`src/rtl/uart_tx_fsm.sv`:
```
// UART transmitter: 8N1/8N2 framing (start, 8 data LSB first, optional
// even parity, 1-2 stop bits) with a valid/ready byte handshake.
//
// Parameters:
//   CLKS_PER_BIT  clock cycles per serial bit period (1..65535)
//   STOP_BITS     stop bit periods (1 or 2)
// Ports:
//   clk       rising-edge clock
//   reset     synchronous active-low reset
//   tx_data   byte to send, sampled on an accepted handshake
//   tx_valid  upstream has a byte on tx_data
//   tx_ready  block can accept a byte this cycle (state == IDLE)
//   txd       serial line, idle high
//   tx_busy   frame in progress
//   tx_done   one-cycle pulse after the last stop-bit cycle
// Build option:
//   UART_TX_PARITY_EN  adds an even-parity bit between data and stop.

module uart_tx_fsm #(
    parameter int unsigned CLKS_PER_BIT = 1,
    parameter int unsigned STOP_BITS    = 1
) (
    input  logic       clk,
    input  logic       reset,
    input  logic [7:0] tx_data,
    input  logic       tx_valid,
    output logic       tx_ready,
    output logic       txd,
    output logic       tx_busy,
    output logic       tx_done
);

    typedef enum logic [2:0] {
        IDLE   = 3'd0,
        START  = 3'd1,
        DATA   = 3'd2,
`ifdef UART_TX_PARITY_EN
        PARITY = 3'd3,
`endif
        STOP   = 3'd4
    } state_e;

    localparam logic [15:0] BIT_LAST  = 16'(CLKS_PER_BIT - 1);
    localparam logic        STOP_LAST = (STOP_BITS == 2);

    state_e      state_q, state_d;
    logic [15:0] cnt_q, cnt_d;
    logic [2:0]  idx_q, idx_d;
    logic [7:0]  shreg_q, shreg_d;
    logic        stop_q, stop_d;
    logic        txd_q, txd_d;
    logic        ready_q, ready_d;
    logic        busy_q, busy_d;
    logic        done_q, done_d;

    logic        bit_end;
    logic        accept;

    assign bit_end = (cnt_q == 16'd0);
    assign accept  = ready_q & tx_valid;

    always_comb begin
        state_d = state_q;
        // Counter runs down and reloads at every bit boundary.
        cnt_d   = bit_end ? BIT_LAST : cnt_q - 16'd1;
        idx_d   = idx_q;
        shreg_d = shreg_q;
        stop_d  = stop_q;
        txd_d   = txd_q;
        ready_d = 1'b0;
        busy_d  = busy_q;
        done_d  = 1'b0;

        case (state_q)
            IDLE: begin
                txd_d   = 1'b1;
                busy_d  = 1'b0;
                ready_d = 1'b1;
                cnt_d   = BIT_LAST;
                idx_d   = 3'd0;
                if (accept) begin
                    state_d = START;
                    shreg_d = tx_data;
                    txd_d   = 1'b0;
                    busy_d  = 1'b1;
                    ready_d = 1'b0;
                end
            end
            START: begin
                if (bit_end) begin
                    state_d = DATA;
                    txd_d   = shreg_q[0];
                    idx_d   = 3'd0;
                end
            end
            DATA: begin
                if (bit_end) begin
                    if (idx_q == 3'd7) begin
`ifdef UART_TX_PARITY_EN
                        state_d = PARITY;
                        txd_d   = ^shreg_q;
`else
                        state_d = STOP;
                        txd_d   = 1'b1;
                        stop_d  = STOP_LAST;
`endif
                    end else begin
                        // Shift register is left intact so parity
                        // can still be taken over the whole byte.
                        idx_d = idx_q + 3'd1;
                        txd_d = shreg_q[idx_q + 3'd1];
                    end
                end
            end
`ifdef UART_TX_PARITY_EN
            PARITY: begin
                if (bit_end) begin
                    state_d = STOP;
                    txd_d   = 1'b1;
                    stop_d  = STOP_LAST;
                end
            end
`endif
            STOP: begin
                if (bit_end) begin
                    if (stop_q) begin
                        stop_d = 1'b0;
                    end else begin
                        state_d = IDLE;
                        txd_d   = 1'b1;
                        busy_d  = 1'b0;
                        done_d  = 1'b1;
                        ready_d = 1'b1;
                    end
                end
            end
            default: begin
                state_d = IDLE;
                txd_d   = 1'b1;
                busy_d  = 1'b0;
                ready_d = 1'b1;
                cnt_d   = BIT_LAST;
                idx_d   = 3'd0;
                stop_d  = 1'b0;
            end
        endcase
    end

    always_ff @(posedge clk) begin
        if (!reset) begin
            state_q <= IDLE;
            cnt_q   <= 16'd0;
            idx_q   <= 3'd0;
            shreg_q <= 8'd0;
            stop_q  <= 1'b0;
            txd_q   <= 1'b1;
            ready_q <= 1'b0;
            busy_q  <= 1'b0;
            done_q  <= 1'b0;
        end else begin
            state_q <= state_d;
            cnt_q   <= cnt_d;
            idx_q   <= idx_d;
            shreg_q <= shreg_d;
            stop_q  <= stop_d;
            txd_q   <= txd_d;
            ready_q <= ready_d;
            busy_q  <= busy_d;
            done_q  <= done_d;
        end
    end

    assign tx_ready = ready_q;
    assign txd      = txd_q;
    assign tx_busy  = busy_q;
    assign tx_done  = done_q;

endmodule
```
`config.mk`:
```
export PLATFORM = sky130hd
export DESIGN_NAME = uart_tx_fsm
export DESIGN_NICKNAME = d
export VERILOG_FILES = /design/src/rtl/uart_tx_fsm.sv
export SDC_FILE = /design/constraint.sdc
export NUM_CORES = 1
export LEC_CHECK = 0
export ABC_AREA = 0
export CAP_MARGIN = 5
export CORE_UTILIZATION = 55
export DETAILED_ROUTE_END_ITERATION = 16
export DONT_BUFFER_PORTS = 1
export PLACE_DENSITY = 0.74
export REMOVE_ABC_BUFFERS = 1
export SLEW_MARGIN = 25
export SYNTH_ARGS = -nofsm -noshare
export SYNTH_HDL_FRONTEND = slang
export SYNTH_SLANG_ARGS = --single-unit
export TNS_END_PERCENT = 1
```
`constraint.sdc`:
```
create_clock -name clk -period 1.9 [get_ports clk]
set_input_delay 0.19 -clock clk [delete_from_list [all_inputs] [get_ports clk]]
set_output_delay 0.19 -clock clk [all_outputs]
set_load 0.05 [all_outputs]
```
### After elaboration in Yosys (flattened, before gate mapping)

Index checks and enable logic that the tools add are counted.

| storage, ports and cells | value |
|---|---|
| flip-flop bits (word level) | 35 |
| input port bits | 11 |
| output and inout port bits | 4 |
| word-level logic and storage cells | 73 |

| operators by class | value |
|---|---|
| $add $sub $neg | 2 |
| magnitude comparators | 1 |
| eq/ne operators | 11 |
| multiplexer cells | 31 |
| bitwise logic cells | 6 |
| reduce and logical (&&, ||, !) cells | 13 |

Operator list:

| kind | count |
|---|---|
| 2-to-1 mux 3 bit | 9 |
| logical NOT 16 bit | 1 |
| subtractor 16 x 1 -> 16 bit, second input constant | 1 |
| 2-to-1 mux 1 bit | 15 |
| != test 2 bit, second input constant | 7 |
| case mux 3 bit (4 select lines) | 1 |
| AND reduction 4 bit | 3 |
| case mux 1 bit (3 select lines) | 3 |
| case mux 3 bit (3 select lines) | 1 |
| equality test 3 bit, second input constant | 2 |
| AND reduction 6 bit | 1 |
| OR reduction 3 bit | 2 |
| NOT 1 bit | 5 |
| less-than comparator 3 x 4 -> 1 bit, second input constant | 1 |
| case mux 1 bit (4 select lines) | 1 |
| AND reduction 2 bit | 2 |
| OR reduction 2 bit | 2 |
| adder 3 x 1 -> 3 bit, second input constant | 1 |
| binary-select mux 1 bit (select 3 bit) | 1 |
| equality test 3 x 1 -> 1 bit, second input constant | 1 |
| equality test 3 x 2 -> 1 bit, second input constant | 1 |
| logical NOT 3 bit | 1 |
| AND reduction 3 bit | 1 |
| bitwise AND 1 bit | 1 |

### Depth between registers and ports, before layout

Gate-level depths: netlist of the first run.

| logic depth | value |
|---|---|
| depth after elaboration | 6 |
| mapped depth | 7 |

### Worst setup path after synthesis of the first run

OpenSTA, ideal clock, no wires.

| timing | value |
|---|---|
| path kind | register to register |
| from | register cnt_q[0] |
| to | register txd_q, in the netlist txd |
| setup time | 0.122 ns |
| data arrival time | 1.655 ns |
| slack | 0.123 ns |
| stages on the path, launching flop included | 7 |
| buffers on the path | 0 |
| cell sequence | dfxtp_1 -> inv_1 -> ha_1 -> nor3b_2 -> nand4_4 -> a21bo_1 -> o32a_1 |

| on the way | value |
|---|---|
| cells in the longest elaborated chain, start to end | 3 |
| elaborated cells between the ends (all ways) | 5 |
| those cells by class | 3 x eq/ne; 2 x reduce/logical |

RTL lines:

| item | RTL line | text |
|---|---|---|
| from (decl) | 47 | `logic [15:0] cnt_q, cnt_d;` |
| from (signal assigned) | 162 | `cnt_q <= cnt_d;` |
| logical NOT 16 bit * | 59 | `assign bit_end = (cnt_q == 16'd0);` |
| != test 2 bit (no source line) | - |  |
| AND reduction 4 bit (no source line) * | - |  |
| to (signal assigned) | 166 | `txd_q <= txd_d;` |
| to (decl) | 51 | `logic txd_q, txd_d;` |

Mark *: on every way between the ends. The rest lies on a longest branch, timed or not.
A chain may end at the register's enable or synchronous reset.

### Worst setup path in the final report of the first run

Ends and elaborated chain as after synthesis.

==> results.txt, run 1 <==
The global router's overall resource usage was 20.3%; the count of buffer and inverter cells on the critical path was 1. The library cell with the largest summed area after synthesis is sky130_fd_sc_hd__dfxtp_1. The run gives 4 as the count of TritonRoute iterations in the first routing pass.

The via count normalized by instance count works out to 5.85. The commonest cells after synthesis are sky130_fd_sc_hd__dfxtp_1 (34), sky130_fd_sc_hd__nor2_1 (21), sky130_fd_sc_hd__mux2i_1 (12). The later-pin clock latency in the skew report came out at 0.32 ns.

The worst hold path belongs to the class in -> reg. The worst setup path is launched from a flip-flop. The time the final worst path needs with I/O delays and setup came out at 1.80 ns.

The run gives 0.0165 ns as the smallest hold slack. The most critical setup path has its startpoint at cnt_q[0]$_SDFF_PP0_. The clock arrives with 0.0102 ns of skew. Once detailed placement completed, the half-perimeter wirelength came to 2190 um. The routed layout has 1275 vias. Register clock-pin slew on the reported worst setup and hold paths: 0.09 ns. The wire length reported by the detailed router is 3060 um. The initial core utilization was 58.2%; the maximum resistive drop on vdd was 635 uV. The most instantiated flip-flop cell in the synthesis netlist was sky130_fd_sc_hd__dfxtp_1. TritonCTS built the clock tree. The maximum cell stage delay along the critical path works out to 0.35 ns. Yosys attributes the largest share of cell area to sky130_fd_sc_hd__dfxtp_1 (42%), sky130_fd_sc_hd__mux2i_1 (7.4%), sky130_fd_sc_hd__nor2_1 (4.9%). The multiplexer area fraction after synthesis is 10.2%. The number of flops mapped to enable cells by yosys was 0; the die boundary height was 56.2 um. Count of pins over their slew limit: 0.

The run gives 42.1% as the proportion of synthesized chip area in sequential cells. After floorplanning, the core was divided into 19 placement rows. The synthesized netlist devotes 9.59% of its cell area to compound gates. The maximum fanout along the worst path was 6. The critical path in this run is classified as reg -> reg. Entering global routing, the biggest net connects 18 pins. On the critical path, the stage with the largest delay is an instance of sky130_fd_sc_hd__dfxtp_1. The run gives 0 as the number of antenna violations at the first check in global routing. The async set or reset register ratio after synthesis was 0%; the portion of the clock cycle consumed by the worst path in the final layout was 94.6%. The antenna diode instance count is 0. Headroom to the max-slew limit: 57.8%. Reg-to-reg critical path startpoint: cnt_q[0]$_SDFF_PP0_. Data on the critical path is required at its endpoint by 2.10 ns. Clock tree synthesis found a total of 34 sinks. The number of buffers inserted by port buffering is 0.

The Yosys step of the flow raised 0 warnings. At the pin with the least slew margin, the transition time is 0.627 ns. In this run the power density over the cells is 721 nW/um^2. The tools report the area of the placeable core as 2780 um^2. The endpoint identified for the worst register-to-register timing path is txd$_SDFFE_PN1P_. The first global-routing pass estimated 5070 um of wire.

Of the cells placed in the final design, the portion with a size suffix greater than 1 is 17.6%. STA classifies the critical path endpoint as a flip-flop. The last element of the critical path was txd$_SDFFE_PN1P_. The most instantiated library cell after synthesis was sky130_fd_sc_hd__dfxtp_1. The share of synthesized area in the top cell type comes to 42.1%.

Root cell of the clock tree: sky130_fd_sc_hd__clkbuf_4. The instance count on the critical path came out at 6. The total negative setup slack is 0 ns.

Top achievable clock speed: 0.556 GHz. Walking the worst path, the cells encountered are inv_1 -> ha_1 -> nor3b_4 -> nand4_4 -> a21bo_1 -> o32a_1. The final count of negative-setup-slack endpoints was 0.

After Yosys synthesis, XOR and XNOR cells account for 5.96% of the synthesized area. In this run the cell area of the synthesized design comes to 1620 um^2. The count of nets left with antenna violations once routing finished came out at 0.

The number of nets in the final layout is 200, and the logic depth of the worst register-to-register path is 6. The total CTS buffers is 5. Dividing the detail-routed wire length by the instance count gives 14.0 um. After Yosys synthesis, full adders, half adders and majority gates account for 2.32% of the synthesized area. The cell family contributing the most delay on the critical path is compound AO/OA/AOI/OAI gates. The horizontal extent of the die is 56.2 um.

Global routing finished with a remaining overflow of 0. The worst-case clock buffer depth is 2, and the signed area change from the synthesized netlist to the final layout is 14.6%. The synthesized netlist cell count came out at 170. The DRC marker count from the first detailed-route iteration is 86, and the leakage power total is 0.836 nW. By area, the combinational part of the netlist is dominated by simple AND/OR/NAND/NOR gates.

The number of flip-flops and latches in the synthesized netlist is 34. CTS built an H-tree with a depth of 2. 15 I/O pins were placed. After detailed routing, the number of remaining DRC violations is 0.

The run finished with clean final reports. The tools report the total of max-cap violations as 0. The floorplan step defined a die boundary enclosing 3160 um^2. Summing the areas of all and, or, nand and nor instances in the mapped netlist gives 27.4% of the synthesized area.

Across all register-to-register paths, the minimum setup slack is 0.10 ns. At the end of routability-driven placement, the weighted congestion stood at 0.818. Data arrives at the worst endpoint at 2.00 ns. Number of hold violations in the final report: 0.

The via count of the first global-routing pass is 1224, and the average cell area after synthesis is 9.52 um^2. The synthesized netlist contains 41 unique library cells.
-- per-layer routing --
| layer | GRT usage [%] | routed length, um | up-vias |
|---|---|---|---|
| met5 | 0 | 0 | - |
| met3 | 5.58 | 110 | 2 |
| met4 | 7.32 | 15 | 0 |
| li1 | - | - | 643 |
| met2 | 32.7 | 1440 | 29 |
| met1 | 26.1 | 1490 | 601 |
-- worst register-to-register path, cell delays in order (launching register included) --
cell	delay (ns)
sky130_fd_sc_hd__dfxtp_1	0.35
sky130_fd_sc_hd__inv_1	0.07
sky130_fd_sc_hd__ha_1	0.18
sky130_fd_sc_hd__nor3b_4	0.31
sky130_fd_sc_hd__nand4_4	0.18
sky130_fd_sc_hd__a21bo_1	0.25
sky130_fd_sc_hd__o32a_1	0.35
-- worst min-delay path by stage --
stage / end / depth (start not counted) / start
after floorplan: tx_ready$_SDFF_PN0_ / 1 / reset
after global placement: shreg_q[5]$_SDFFE_PN0P_ / 1 / reset
after detailed placement: shreg_q[4]$_SDFFE_PN0P_ / 1 / reset
after CTS: state_q[2]$_SDFFE_PN0P_ / 1 / reset
after global routing: idx_q[1]$_SDFFE_PN0P_ / 2 / reset
final: tx_ready$_SDFF_PN0_ / 1 / reset
-- registers in the layout (all words and copies together), names as in the netlist --
name / count
tx_ready: 1
tx_busy: 1
tx_done: 1
state_q: 3
cnt_q: 16
shreg_q: 8
idx_q: 3
txd: 1
-- cells by family (layout without fill, tap and decap cells) --
logic type               after synthesis  count (layout)
flip-flops                            34              34
multiplexers                          14              14
AO/OA/AOI/OAI                         24              24
AND/OR/NAND/NOR                       74              74
adder cells (fa/ha/maj)                3               3
buffers and inverters                 10              27
XOR/XNOR                              11              11
-- where the power goes --
part           total, mW  leakage [nW]  internal [mW]  switching (mW)
clock              0.475        0.0446          0.253           0.222
combinational      0.112         0.516         0.0522          0.0603
sequential         0.748         0.275          0.730          0.0181
-- area by class of cell --
| cell class | instances | area [um^2] |
|---|---|---|
| tap | 31 | 38.8 |
| clock buffer | 8 | 78.8 |
| fill | 235 | 927 |
| multi-input combinational | 126 | 920 |
| sequential | 34 | 681 |
| inverter | 3 | 11.3 |
| timing repair buffer | 16 | 125 |
-- metrics by stage --
stage / setup slack [ns] / cell area, um^2 / power [mW] / utilization, % / std cells
after floorplan: 0.123 / 1590 / 0.842 / - / 163
after global placement: 0.116 / 1720 / 0.864 / 61.8 / 206
after detailed placement: 0.0427 / 1720 / 0.869 / 61.8 / 206
after CTS: 0.0225 / 1810 / 1.34 / 65.0 / 215
after global routing: -0.00401 / 1850 / 1.39 / 66.7 / 218
final: 0.102 / 1850 / 1.34 / 66.7 / 218
-- cells in the final DEF, fill, tap and decap left out, drive strengths merged, types with 2 or more instances in the layout --
cell / synthesis / routed
and4: 2 / 2
nand3: 6 / 6
or4: 2 / 2
a21oi: 10 / 10
xnor2: 5 / 5
nand2: 9 / 9
clkbuf: 5 / 8
nor2: 21 / 21
nand2b: 3 / 3
nand4: 3 / 3
o21ai: 4 / 4
buf: 2 / 14
o31ai: 2 / 2
nor3b: 2 / 2
inv: 3 / 3
a31oi: 2 / 2
dlygate4sd3: 0 / 2
dfxtp: 34 / 34
ha: 3 / 3
mux2i: 12 / 12
nor2b: 11 / 11
xor2: 6 / 6
nand3b: 3 / 3
nor4: 6 / 6
mux4: 2 / 2
-- what timing repair did --
action                                 CTS  global route
setup buffers                            0             2
setup endpoints to repair                0             7
gates resized for setup                  0             3
hold buffers                             1             1
endpoints found under the hold margin    5             4
Note: power is estimated with default switching activity, not from simulation.
==> run 2: changes to the inputs <==
- SETUP_SLACK_MARGIN: unset -> 0.4
==> run 2 against run 1 <==
  * Via count up 0.55%
  * Combinational power about the same
  * Final area up 1.8%
  * Utilization up 1.2 points
  * First-iteration DRC count decreased by 10%
==> results.txt, run 2 (synthesis gave the netlist of run 1 again) <==
The flow ran to the end, and the final reports show no timing, DRC or antenna violations. The run gives 58.2% as the initial core utilization. The headroom to the max-slew limit was 62.8%. In this run the deepest clock path goes through 2 buffers.

VDD sags by at most 624 uV. In this run the number of H-tree levels came out at 2. The global route total overflow is 0, and the TritonCTS sink count is 34. The tools report the area of the placeable core as 2780 um^2.

Entering global routing, the biggest net connects 18 pins. By startpoint and endpoint, the worst setup path is classified as reg -> reg. Summed over all nets, the half-perimeter wirelength after detailed placement is 2190 um.

The critical path runs through a total of 5 cells. The time the final worst path needs with I/O delays and setup was 1.76 ns. Of the available clock period, the critical path in the final layout requires 92.8%. In the final routed layout, each cell accounts on average for 14.4 um. The transition at the pin with the smallest max-transition slack works out to 0.557 ns.

The via count of the first global-routing pass is 1236, and the full die area is 3160 um^2. The number of flip-flops in the largest register works out to 16. For this design, the slowest cell found on the critical path is sky130_fd_sc_hd__dfxtp_1. On the final layout, the worst clock skew is 0.0114 ns. The count of buffer and inverter cells on the critical path was 1. The detailed router placed 1282 vias in this run. The number of hold violations in the final report is 0.

The via count normalized by instance count was 5.83; the logic depth of the worst register-to-register path was 5. The top-level port count is 15, and the antenna diode instance count is 0. In the routed design, unresolved DRC markers number 0. The total negative setup slack was 0 ns; the register clock-pin slew on the reported worst setup and hold paths was 0.11 ns.

The largest registers in the layout are cnt_q x16, shreg_q x8. The worst hold path class was in -> reg. The reg2reg setup slack is 0.14 ns. The congestion estimate from routability-driven global placement came to 0.818. The final count of negative-setup-slack endpoints was 0. The path with the worst hold slack has its endpoint at tx_ready$_SDFF_PN0_. The root buffer cell chosen for the clock tree is sky130_fd_sc_hd__clkbuf_4. The logs give 0 for the number of antenna violations at the first check in global routing and 5 for the total CTS buffers. Startpoint class of the critical path: a flip-flop. The tools report the endpoint type of the worst setup path as a flip-flop. The die is 56.2 um wide.

The tools report the arrival time of data at the critical path endpoint as 1.97 ns. Among cell families on the critical path, the largest total delay comes from compound AO/OA/AOI/OAI gates. In this run the critical register-to-register path is launched from cnt_q[8]$_SDFF_PP0_. The tools report the leakage power total as 0.858 nW.

The final layout contains 202 nets. In this run the vertical extent of the chip is 56.2 um. The detail route stage leaves a number of antenna-violating nets equal to 0.

Setup repair after global routing could not meet its margin everywhere. For the worst setup path, the data required time is 2.11 ns. The start point of the critical path is cnt_q[8]$_SDFF_PP0_. The detailed router finished its first iteration with 77 violations. Summing all placed instances gives a cell area of 1720 um^2. For this run, the slowest stage of the critical path takes 0.36 ns. Of all nets on the critical path, the largest fanout is 6. For the top achievable clock speed, the log shows 0.567 GHz. The top cell types in the final layout, fill and taps aside, are sky130_fd_sc_hd__dfxtp_1 (31), sky130_fd_sc_hd__nor2_1 (21), sky130_fd_sc_hd__buf_4 (15), sky130_fd_sc_hd__mux2i_1 (11), sky130_fd_sc_hd__nor2b_1 (11). The total of max-cap violations was 0.

The proportion of layout cells with a drive suffix above 1 is 21.2%. The worst hold path begins at reset. The leading cell type in the layout, fill and taps excluded was sky130_fd_sc_hd__dfxtp_1.

The first global-routing pass estimated 5120 um of wire. After detailed routing, the total wire length is 3160 um. The number of buffers inserted by port buffering is 0. The global router's overall resource usage came out at 20.4%.

Dividing total power by cell area gives a power density of 711 nW/um^2. The final design area excluding fillers is 1890 um^2, and the row count is 19. Later-pin clock latency in the skew report: 0.32 ns. For this run, the detailed router's first-pass iteration total came to 4.

TritonCTS built the clock tree. The count of pins over their slew limit came out at 0. The number of cells traversed by the worst hold path was 1. In this run the critical register-to-register path is captured at txd$_SDFFE_PN1P_. The area growth from synthesis to layout is 16.7%.

Walking the worst path, the cells encountered are nor4_1 -> buf_4 -> nand4_4 -> a21bo_1 -> o32a_1. Counting flops per register, the top entry is cnt_q.
[run 2: cell types whose count changed in the layout (fill, tap and decap cells not counted), sizes merged]
cell	before	now
buf	14	16
[run 2: power breakdown]
group,internal [mW],switching (mW)
Clock,0.253,0.226
Sequential,0.730,0.0181
Combinational,0.0530,0.0615
Total,1.04,0.306
[run 2: area by class of cell]
type	count	area (um^2)
timing repair buffer	18	144
clock buffer	8	78.8
fill	230	893
tap	31	38.8
inverter	3	11.3
sequential	34	684
multi-input combinational	126	931
[run 2: what timing repair did]
item / in CTS / in global routing
setup buffers: 2 / 2
hold buffers: 1 / 1
endpoints found under the hold margin: 5 / 5
gates resized for setup: 4 / 6
pin swaps: 2 / 2
setup endpoints to repair: 34 / 34
[run 2: stage by stage]
stage | hold slack [ns] | power, mW | setup slack [ns] | util [%] | instances
5_1_grt | 0.00404 | 1.39 | 0.0932 | 67.9 | 220
6_report | 0.0128 | 1.34 | 0.136 | 67.9 | 220
4_1_cts | 0.000675 | 1.34 | 0.136 | 66.3 | 217
3_5_place_dp | 0.325 | 0.869 | 0.0427 | 61.8 | 206
3_3_place_gp | 0.322 | 0.864 | 0.116 | 61.8 | 206
2_1_floorplan | 0.318 | 0.842 | 0.123 | - | 163
[run 2: layer usage]
metal	global-route usage, %	routed length [um]	up-vias
met5	0	0	-
li1	-	-	646
met4	7.32	31	0
met2	32.5	1480	28
met1	26.7	1540	603
met3	5.58	114	5
[run 2: how the worst max path moves through the flow]
stage / endpoint / slack, ns
after global routing: txd$_SDFFE_PN1P_ / 0.09
after CTS: txd$_SDFFE_PN1P_ / 0.14
after global placement: txd$_SDFFE_PN1P_ / 0.12
after detailed placement: txd$_SDFFE_PN1P_ / 0.04
final: txd$_SDFFE_PN1P_ / 0.14
after floorplan: txd$_SDFFE_PN1P_ / 0.12
==> RTL change 1 (config.mk and constraints of run 2) <==
The option `UART_TX_PARITY_EN` is turned on by a define.
--- a/src/rtl/uart_tx_fsm.sv
+++ b/src/rtl/uart_tx_fsm.sv
@@ -17,2 +17,4 @@
 //   UART_TX_PARITY_EN  adds an even-parity bit between data and stop.
+
+`define UART_TX_PARITY_EN
 
Behaviour: no difference found for any inputs over 10 cycles, from zero or initial values and one cycle with reset low; that may be too few to reach the edited logic, so the function may still have changed.
==> RTL change 1 against run 2 <==
Area after synthesis grew 3.4%. Worst hold slack lost 8.9 ps. Worst setup slack gained 190 ps. Largest cell class unchanged. Routed wire length grew 8.7%. Final area grew 3.4%. Highest routed layer unchanged. Count of clock-buffer cells in the layout shrank 2. Sequential cell count is the same. Via count grew 2.5%.
Power is not compared: it rests on default switching activity, and its combinational part moved more than twofold at a synthesized area within 25%.
==> RTL change 1: results (changes against run 2) <==
Route
  • TritonRoute pass-1 iters: 4 (unchanged)
  • Drt wl/cell: 15.3 um (was 14.4 um)
  • Vias/cell: 5.84 (was 5.83)
  • Metal1 wirelength: 1620 um (was 1540 um)
  • DRT iter0 DRCs: 31 (was 77)
  • Metal2 WL: 1600 um (was 1480 um)
  • Met3 wire len: 135 um (was 114 um)

Final layout
  • Final non-clock buffer share: 6.28% (was 7.62%)
  • Seq area share: 35.3% (was 36.2%)
  • Layout clock area frac: 3.27% (was 4.17%)
  • Fillers: 220 (was 230)
  • Proportion of layout cells with a drive suffix above 1: 22.2% (was 21.2%)
  • Syn-to-layout area delta: 16.8% (was 16.7%)
  • Area used by multi-input combinational logic: 0.00103 mm2 (was 931 um2)
  • Reg area: 689 um2 (was 684 um2)
  • Non-clk bufs: 15 (was 18)
  • Clock buf count: 6 (was 8)
  • Comb_multi_in: 135 (was 126)
  • Inverters: 2 (was 3)
  • Fin cells: 225 (was 220)
  • Ant diodes: 0 (unchanged)

Clocking
  • Hold Buf Count CTS: 4 (was 1)
  • Resized cells post-CTS: 19 (was 4)
  • Worst skew pair latency: 360 ps (was 320 ps)
  • Total CTS buffers: 5 (unchanged)
  • Max Root-Sink Buffers: 2 (unchanged)
  • Setup repair bufs after CTS: 7 (was 2)

Timing
  • Max Clock Skew: 13.6 ps (was 11.4 ps)
  • Relative slew slack: 62.6% (was 62.8%)

Logic synthesis
  • Post-synthesis mux area share: 7.18% (was 10.2%)
  • Post-synthesis adder-cell area fraction: 2.24% (was 2.32%)
  • Ranking of synthesized cells by area: dfxtp_1, xnor2_1, mux2i_1 (was dfxtp_1, mux2i_1, nor2_1)
  • XOR/XNOR Fraction of Synth Area: 11.5% (was 5.96%)
  • Commonest cells in the netlist: dfxtp_1, nor2_1, xnor2_1 (was dfxtp_1, nor2_1, mux2i_1)
  • Cell variety after synth: 36 (was 41)
  • FFs w/ async S/R, synth: 0% (unchanged)
  • Mapped Cells: 179 (was 170)
  • Complex-gate fraction of the synthesized area: 6.88% (was 9.59%)

Worst setup path
  • R2R Setup Slk: 330 ps (was 140 ps)
  • Crit-path slowest cell: dfxtp_4 (was dfxtp_1)
  • Largest delay contributor family on the critical path: simple AND/OR/NAND/NOR gates (was compound AO/OA/AOI/OAI gates)
  • Critical Path Sink: idx_q[0] (was txd)
  • Crit path kind: flip-flop to flip-flop (unchanged)

Global route
  • Overall global routing resource usage: 23.9% (was 20.4%)
  • First-pass GRT wire length: 5750 um (was 5120 um)
  • Vias in the first global route: 1280 (was 1236)
  • Largest net degree at the start of global routing: 17 (was 18)

Placement
  • GPL Wtd Cong: 0.780 (was 0.818)
  • DP HPWL: 2210 um (was 2190 um)

Min path
  • Worst Hold Path Cells: 2 (was 1)
  • Hold wc startpoint: tx_data[3] (was reset)

Status
  • Status: completed (unchanged)
[RTL change 1: per-stage QoR]
step                setup WS [ps]  power, mW  utilization, %  hold WS, ps  setup TNS [ps]
finish                        330       1.48            69.0         3.96               0
global route                  222       1.53            69.0         19.3               0
CTS                           335       1.47            68.5         4.27               0
detailed placement           40.8       1.02            60.3          316               0
global placement              170       1.02            60.3          311               0
floorplan                    -598      0.975               -          307           -5690
[RTL change 1: layer usage]
| metal | GRT usage [%] | vias up |
|---|---|---|
| met2 | 37.8 | 26 |
| met1 | 29.7 | 634 |
| met4 | 13.6 | 0 |
| met5 | 0 | - |
| li1 | - | 645 |
| met3 | 6.35 | 9 |
[RTL change 1: where the power goes]
part / leakage, nW / internal, mW / switching [mW]
combinational: 0.510 / 0.109 / 0.126
sequential: 0.278 / 0.743 / 0.0603
clock: 0.0343 / 0.178 / 0.262
total: 0.822 / 1.03 / 0.448
==> RTL change 2 (flow settings as in run 2) <==
Without the edit above. Encoding of `state_e`: now one-hot (4 bits for 4 states).
--- a/src/rtl/uart_tx_fsm.sv
+++ b/src/rtl/uart_tx_fsm.sv
@@ -32,6 +32,6 @@
 
-    typedef enum logic [2:0] {
-        IDLE   = 3'd0,
-        START  = 3'd1,
-        DATA   = 3'd2,
+    typedef enum logic [3:0] {
+        IDLE   = 4'b0001,
+        START  = 4'b0010,
+        DATA   = 4'b0100,
 `ifdef UART_TX_PARITY_EN
@@ -39,3 +39,3 @@
 `endif
-        STOP   = 3'd4
+        STOP   = 4'b1000
     } state_e;
Function: no difference found for any inputs over 10 cycles, from zero or initial values and one cycle with reset low; not proved beyond that.
==> RTL change 2 against run 2 <==
Worst setup slack gained 140 ps. Final area increased by 7.8%. Highest routed layer unchanged. Area after synthesis increased by 7.0%. Critical endpoint is now idx_q[1]. Critical path type unchanged. Synthesized cell count is 4.1% higher. Routed wire length grew 14%. Sequential cell count increased by 1.
Power is not compared: it rests on default switching activity, and its combinational part moved more than twofold at a synthesized area within 25%.
==> RTL change 2: results (changes against run 2) <==
Status
  • Status: completed (unchanged)

Timing
  • Max Clock Skew: 13.4 ps (was 11.4 ps)
  • Slew @ Worst Pin: 534 ps (was 557 ps)

Final layout
  • Fraction of area in multi-input gates: 49.6% (was 49.3%)
  • Fillers: 238 (was 230)
  • Nets: 211 (was 202)
  • Core Util, Final: 70.7% (was 67.9%)
  • Comb_multi_in: 128 (was 126)
  • Inverters: 7 (was 3)
  • Largest regs: cnt_q (16), shreg_q (8), state_q (4) (was cnt_q (16), shreg_q (8))
  • Seq area share: 35.2% (was 36.2%)
  • Non-clk bufs: 20 (was 18)
  • Final non-clock buffer share: 7.87% (was 7.62%)
  • Proportion of layout cells with a drive suffix above 1: 25.8% (was 21.2%)

Worst setup path
  • Worst EP arrival: 1850 ps (was 1970 ps)
  • FF-to-FF Start: cnt_q[1] (was cnt_q[8])

Logic synthesis
  • Mapped Cells: 177 (was 170)
  • Post-synthesis sequential area ratio: 40.5% (was 42.1%)
  • Post-synthesis adder-cell area fraction: 2.17% (was 2.32%)
  • Post-synthesis mux area share: 9.54% (was 10.2%)
  • XOR/XNOR Fraction of Synth Area: 5.06% (was 5.96%)
  • Register bit count reported by yosys: 35 (was 34)
  • Complex-gate fraction of the synthesized area: 12.8% (was 9.59%)
  • Cell variety after synth: 46 (was 41)

Global route
  • Vias in the first global route: 1395 (was 1236)
  • Largest net degree at the start of global routing: 17 (was 18)

Placement
  • DP Worst Slack: 38.8 ps (was 42.7 ps)
  • GPL Wtd Cong: 0.846 (was 0.818)
  • Post-placement cell area: 0.00181 mm2 (was 0.00172 mm2)
  • DP HPWL: 2500 um (was 2190 um)

Route
  • Drt wl/cell: 15.0 um (was 14.4 um)
  • Detailed Route WL: 3610 um (was 3160 um)
  • DRT iter0 DRCs: 92 (was 77)

Clocking
  • Resized cells post-CTS: 19 (was 4)
  • Hold Buf Count CTS: 2 (was 1)
  • Worst skew pair latency: 340 ps (was 320 ps)
## RTL change 2: path summary, 6_finish.rpt
check             depth (start not counted)  endpoint  slack, ps
setup / recovery                          7  idx_q[1]        270
hold / removal                            2  idx_q[2]          4
setup reg to reg                          7  idx_q[1]        270
hold reg to reg                           2  idx_q[2]        480
## RTL change 2: metal layers
| layer | vias up | track usage (%) | share of wire, % |
|---|---|---|---|
| li1 | 697 | - | - |
| met1 | 661 | 30.1 | 44 |
| met2 | 46 | 39.1 | 49 |
| met3 | 6 | 7.14 | 5.8 |
| met4 | 0 | 9.86 | 1.2 |
| met5 | - | 0 | 0 |
## RTL change 2: worst max-delay path: cells and delay by family (launching register included)
| kind | cells | cell delay (ps) |
|---|---|---|
| and+or+nand+nor | 2 | 570 |
| DFF | 1 | 370 |
| muxes | 1 | 120 |
| buffers and inverters | 2 | 220 |
| AOI/OAI and AO/OA | 1 | 100 |
| adders and majority gates | 1 | 130 |
